===== src/rtl/shift_pkg.sv =====
// Shared types and constants for the pipelined shift unit.
// Holds shift_op_e, XLEN, SHAMT_W and the bit_rev helper.
package shift_pkg;

  localparam int XLEN    = 32;
  localparam int SHAMT_W = 5;

  typedef enum logic [1:0] {
    SH_SLL = 2'b00,
    SH_SRL = 2'b01,
    SH_SRA = 2'b10,
    SH_ROR = 2'b11
  } shift_op_e;

  function automatic logic [XLEN-1:0] bit_rev(
    input logic [XLEN-1:0] x
  );
    logic [XLEN-1:0] r;
    for (int i = 0; i < XLEN; i++) begin
      r[i] = x[XLEN-1-i];
    end
    return r;
  endfunction

endpackage


===== src/rtl/shift_level.sv =====
// One combinational barrel level: right shift or rotate by K.
// Ports: d_i operand, en_i apply level, fill_i shifted-in bit,
//   rot_i rotate instead of shift, q_o result.
module shift_level
  import shift_pkg::*;
#(
  parameter int K = 1
) (
  input  logic [XLEN-1:0] d_i,
  input  logic            en_i,
  input  logic            fill_i,
  input  logic            rot_i,
  output logic [XLEN-1:0] q_o
);

  logic [XLEN-1:0] shr;
  logic [XLEN-1:0] ror;

  assign shr = {{K{fill_i}}, d_i[XLEN-1:K]};
  assign ror = {d_i[K-1:0], d_i[XLEN-1:K]};

  always_comb begin
    q_o = d_i;
    if (en_i) begin
      q_o = rot_i ? ror : shr;
    end
  end

endmodule


===== src/rtl/shift_pipe_32bit.sv =====
// Two-stage pipelined SLL/SRL/SRA shifter with tag and
// valid/ready on both sides; flush_i kills in-flight work.
// Ports: clk_i, rst_i (async high), flush_i,
//   valid_i/ready_o/op_i/data_i/shamt_i/tag_i upstream,
//   valid_o/ready_i/data_o/tag_o downstream.
// Macro ROTATE_EN: op 11 rotates right; else it is SRL.
// S1_LVLS must lie in 1..4.
module shift_pipe_32bit
  import shift_pkg::*;
#(
  parameter int TAG_W   = 5,
  parameter int S1_LVLS = 3
) (
  input  logic               clk_i,
  input  logic               rst_i,
  input  logic               flush_i,
  input  logic               valid_i,
  output logic               ready_o,
  input  logic [1:0]         op_i,
  input  logic [XLEN-1:0]    data_i,
  input  logic [SHAMT_W-1:0] shamt_i,
  input  logic [TAG_W-1:0]   tag_i,
  output logic               valid_o,
  input  logic               ready_i,
  output logic [XLEN-1:0]    data_o,
  output logic [TAG_W-1:0]   tag_o
);

  localparam int HI_W = SHAMT_W - S1_LVLS;

  shift_op_e op_in;
  assign op_in = shift_op_e'(op_i);

  // stage 1 state
  logic              s1_valid_q, s1_valid_d;
  shift_op_e         s1_op_q, s1_op_d;
  logic [XLEN-1:0]   s1_data_q, s1_data_d;
  logic [HI_W-1:0]   s1_shamt_q, s1_shamt_d;
  logic              s1_fill_q, s1_fill_d;
  logic [TAG_W-1:0]  s1_tag_q, s1_tag_d;

  // stage 2 state
  logic              s2_valid_q, s2_valid_d;
  logic [XLEN-1:0]   s2_data_q, s2_data_d;
  logic [TAG_W-1:0]  s2_tag_q, s2_tag_d;

  logic s2_ld;
  logic s1_ld;
  logic s1_take;
  logic s2_take;

  // Handshake: ready_o follows ready_i combinationally.
  assign s2_ld   = !s2_valid_q || ready_i;
  assign s1_ld   = !s1_valid_q || s2_ld;
  assign ready_o = !flush_i && s1_ld;
  assign s1_take = valid_i && ready_o;
  assign s2_take = s2_ld && s1_valid_q;

  // Stage 1 datapath. SLL runs as reverse/SRL/reverse
  // so every barrel level only shifts right.
  logic rot1;
  logic rot2;
  logic fill1;

`ifdef ROTATE_EN
  assign rot1 = (op_in == SH_ROR);
  assign rot2 = (s1_op_q == SH_ROR);
`else
  assign rot1 = 1'b0;
  assign rot2 = 1'b0;
`endif

  // Sign bit is taken from the original operand.
  assign fill1 = (op_in == SH_SRA) && data_i[XLEN-1];

  logic [XLEN-1:0] c1 [S1_LVLS+1];
  assign c1[0] = (op_in == SH_SLL) ? bit_rev(data_i) : data_i;

  for (genvar g = 0; g < S1_LVLS; g++) begin : g_s1
    shift_level #(.K(1 << g)) u_lvl (
      .d_i    (c1[g]),
      .en_i   (shamt_i[g]),
      .fill_i (fill1),
      .rot_i  (rot1),
      .q_o    (c1[g+1])
    );
  end

  // Stage 2 datapath: remaining levels, then undo SLL reversal.
  logic [XLEN-1:0] c2 [HI_W+1];
  assign c2[0] = s1_data_q;

  for (genvar g = 0; g < HI_W; g++) begin : g_s2
    shift_level #(.K(1 << (g + S1_LVLS))) u_lvl (
      .d_i    (c2[g]),
      .en_i   (s1_shamt_q[g]),
      .fill_i (s1_fill_q),
      .rot_i  (rot2),
      .q_o    (c2[g+1])
    );
  end

  logic [XLEN-1:0] res2;
  assign res2 = (s1_op_q == SH_SLL) ? bit_rev(c2[HI_W]) : c2[HI_W];

  always_comb begin
    s1_valid_d = s1_valid_q;
    s1_op_d    = s1_op_q;
    s1_data_d  = s1_data_q;
    s1_shamt_d = s1_shamt_q;
    s1_fill_d  = s1_fill_q;
    s1_tag_d   = s1_tag_q;
    s2_valid_d = s2_valid_q;
    s2_data_d  = s2_data_q;
    s2_tag_d   = s2_tag_q;

    if (s1_ld) begin
      s1_valid_d = s1_take;
    end
    if (s1_take) begin
      s1_op_d    = op_in;
      s1_data_d  = c1[S1_LVLS];
      s1_shamt_d = shamt_i[SHAMT_W-1:S1_LVLS];
      s1_fill_d  = fill1;
      s1_tag_d   = tag_i;
    end

    if (s2_ld) begin
      s2_valid_d = s1_valid_q;
    end
    // Only load real entries so data_o holds its last value.
    if (s2_take) begin
      s2_data_d = res2;
      s2_tag_d  = s1_tag_q;
    end

    if (flush_i) begin
      s1_valid_d = 1'b0;
      s2_valid_d = 1'b0;
    end
  end

  always_ff @(posedge clk_i or posedge rst_i) begin
    if (rst_i) begin
      s1_valid_q <= 1'b0;
      s1_op_q    <= SH_SLL;
      s1_data_q  <= '0;
      s1_shamt_q <= '0;
      s1_fill_q  <= 1'b0;
      s1_tag_q   <= '0;
      s2_valid_q <= 1'b0;
      s2_data_q  <= '0;
      s2_tag_q   <= '0;
    end else begin
      s1_valid_q <= s1_valid_d;
      s1_op_q    <= s1_op_d;
      s1_data_q  <= s1_data_d;
      s1_shamt_q <= s1_shamt_d;
      s1_fill_q  <= s1_fill_d;
      s1_tag_q   <= s1_tag_d;
      s2_valid_q <= s2_valid_d;
      s2_data_q  <= s2_data_d;
      s2_tag_q   <= s2_tag_d;
    end
  end

  assign valid_o = s2_valid_q;
  assign data_o  = s2_data_q;
  assign tag_o   = s2_tag_q;

endmodule


===== config.mk =====
export PLATFORM = sky130hd
export DESIGN_NAME = shift_pipe_32bit
export DESIGN_NICKNAME = d
export VERILOG_FILES = /design/src/rtl/shift_pkg.sv /design/src/rtl/shift_level.sv /design/src/rtl/shift_pipe_32bit.sv
export SDC_FILE = /design/constraint.sdc
export NUM_CORES = 1
export LEC_CHECK = 0
export ABC_AREA = 1
export CORE_MARGIN = 4
export CORE_UTILIZATION = 61
export CTS_BUF_LIST = sky130_fd_sc_hd__clkbuf_4
export CTS_CLUSTER_SIZE = 24
export DETAILED_ROUTE_END_ITERATION = 8
export GPL_TIMING_DRIVEN = 0
export PLACE_DENSITY = 0.89
export SLEW_MARGIN = 20
export SYNTH_ARGS = -nofsm -noshare
export SYNTH_HDL_FRONTEND = slang
export SYNTH_SLANG_ARGS = --single-unit

===== constraint.sdc =====
create_clock -name clk_i -period 6.4 [get_ports clk_i]
set_input_delay 1.28 -clock clk_i [delete_from_list [all_inputs] [get_ports clk_i]]
set_output_delay 1.28 -clock clk_i [all_outputs]
set_load 0.01 [all_outputs]

==> impl_metrics.ini <==
[yosys]
synth_edf_count = 0
avgSynthCellArea_um2 = 6.794
netlist.area_leader.share_pct = 36.25
netlist_area_mm2 = 0.005592
synthTopCellsByArea = dfrtp_1, nand2_1, nand3_1
synth_top_area_cell = dfrtp_1
ys_warn_count = 0
yosys_most_used_dff = dfrtp_1
yosysSeqAreaShare_pct = 36.25
synth.distinct_cells = 22
ys_async_sr_fraction_pct = 100.0
syn_inst = 823
synth_seq_cells = 81
synth_nets = 872

[clock_tree]
cts_resized = 0
clk-insertion-delay-late_ns = 0.44
cts_buffers = 9
h-tree-depth = 3
cts_max_path_buffers = 2
root_buffer = clkbuf_4
post-cts-setup-buffers = 0
clock-sinks = 81
cts_tree = built
path_clk_slew_ns = 0.14
hold_buffers = 0

[drt]
routed_wl_mm = 17.27
vias = 6239
vias_per_cell = 6.040
drt_iter0_drc = 515
drc = 0
drt-wirelength-per-cell_um = 16.71
drtAntennaViolNets = 0
firstDrtPassIters = 6

[setup_path]
startpoint_type = primary input
endpoint_kind = output port
cp.required_ns = 5.12
ff2ff_path_depth = 5
critPathMaxFanout = 2
crit_type = in -> out
cp_data_arrival_time_ns = 2.51
path_cells = clkdlybuf4s50_1 > inv_1 > nand3_1 > nand2_1 > inv_1 > clkdlybuf4s50_1
cpPeakStageDelay_ns = 0.53
r2r_setup_slack_ns = 4.69
r2r_end = data_o[0]
r2r_start = s1_op_q[1]
critPathSlowestCell = clkdlybuf4s50_1

[min_path]
hold_class = reg -> reg
hold_start = data_o[6]
holdPathEnd = data_o[6]
min_path_cells = 2

[sta]
slew-limit-headroom_pct = 63.32
fin_crit_sh_pct = 59.23
finalSetupViolations = 0
tightest_slew_ns = 0.5502
fin_skew_ns = 0.01724
post-route-min-period_ns = 3.790
drv_slew = 0
setup_slack_ns = 2.610
fmax_mhz = 263.8
fin_setup_tns_ns = 0
hold_violations = 0
rsz0062_at_grt = no

[floorplanning]
rows = 34
ios = 88
core_mm2 = 0.008806
dieArea_mm2 = 0.01076
die_h_um = 103.7
initial_core_util_pct = 63.50
die_w_um = 103.7

[layout]
fillers = 685
area_growth_pct = 21.44
nets = 969
diodes = 0
drive_gt1_share_pct = 11.46

[global_route]
grt_pass1_wl_mm = 29.06
grt_usage_pct = 32.63
grt_max_degree = 43
grt_pass1_vias = 6142
overflow = 0
antenna_found_initial = 0

[placement]
gp_congestion = 1.024
dp_hpwl_mm = 13.52
pre_cts_slack_ns = 2.605
io_buffers = 85

[power]
vdd_drop_max_uv = 110.9
power_density_mw_per_mm2 = 256.5
power.leakage_uw = 0.003333
power_uw = 1741

[flow_run]
maxCapViolations = 0

[run_status]
status = finished clean
==> cells in the mapped netlist (8+ instances only) <==
master and instances:
inv_2 8, nor2_1 17, nand3_2 24, o21ai_1 18
inv_1 25, clkbuf_1 19, nand2_1 286, buf_2 25
nand2_2 13, dfrtp_1 81, a21oi_1 15, nand3_1 213
o21ai_0 45, o22a_1 11
==> kinds of logic after synthesis <==
| kind of cell | Yosys count | synth area share [%] |
|---|---|---|
| AND/OR/NAND/NOR | 559 | 46.36 |
| AO/OA/AOI/OAI | 93 | 9.331 |
| buffers and inverters | 90 | 8.056 |
| flip-flops | 81 | 36.25 |
==> metal layers <==
layer | up-vias | part of all wire (%) | GRT usage (%)
met3 | 89 | 7.1 | 4.789
met4 | 0 | 4.5 | 16.71
li1 | 2955 | - | -
met5 | - | 0 | 0
met2 | 344 | 48 | 56.21
met1 | 2851 | 41 | 39.86
==> critical path: cells and delay by family <==
| family | cells | cell delay, ns |
|---|---|---|
| AND/OR/NAND/NOR | 2 | 0.13 |
| buffers and inverters | 4 | 1.09 |
==> cells in the final DEF, fill, tap and decap left out, drive strengths merged <==
master,instances
a21oi,15
clkinv,1
buf,39
o22a,11
a21boi,3
clkdlybuf4s50,85
clkbuf,29
bufinv,3
inv,34
nand3,237
a22oi,1
clkinvlp,1
nand2,304
o21ai,63
nor2,18
dfrtp,81
==> sequential cells by signal (all words and copies together), names as in the netlist <==
name / flops
tag_o: 5
s1_tag_q: 5
data_o: 32
s1_shamt_q: 2
s1_op_q: 2
s1_data_q: 32
valid_o: 1
s1_valid_q: 1
s1_fill_q: 1
==> area by class of cell <==
cell class / instances / area, um^2 / area share, %
clock inverter: 6 / 115.1 / 1.695
timing repair buffer: 86 / 870.8 / 12.82
tap: 108 / 135.1 / 1.990
inverter: 33 / 126.4 / 1.861
buffer: 57 / 326.6 / 4.809
clock buffer: 10 / 75.07 / 1.106
multi-input combinational: 652 / 3114 / 45.86
sequential: 81 / 2027 / 29.85
==> power by group <==
group	switching (uW)	leakage [uW]	internal, uW
Combinational	383	0.00224	292
Clock	180	0.0000972	204
Sequential	68.4	0.000993	614
Total	631	0.00333	1110
==> how the worst max path moves through the flow <==
stage / end / startpoint / slack [ns] / cells after the start
floorplan: data_o[0] / rst_i / 3.04 / 1
global placement: data_o[12] / rst_i / 2.04 / 2
detailed placement: ready_o / ready_i / 2.60 / 6
CTS: ready_o / ready_i / 2.60 / 6
global route: ready_o / ready_i / 2.52 / 6
finish: ready_o / ready_i / 2.61 / 6
==> stage by stage <==
step | hold slack, ns | utilization, % | instance area (um^2) | std cells
after floorplan | 0.4422 | - | 5592 | 823
after global placement | 0.4609 | 74.69 | 6578 | 1016
after detailed placement | 0.4631 | 74.95 | 6600 | 1017
after CTS | 0.4982 | 77.11 | 6790 | 1033
after global routing | 0.5189 | 77.11 | 6790 | 1033
final | 0.4955 | 77.11 | 6790 | 1033
Power figures use the tool's default switching activity.
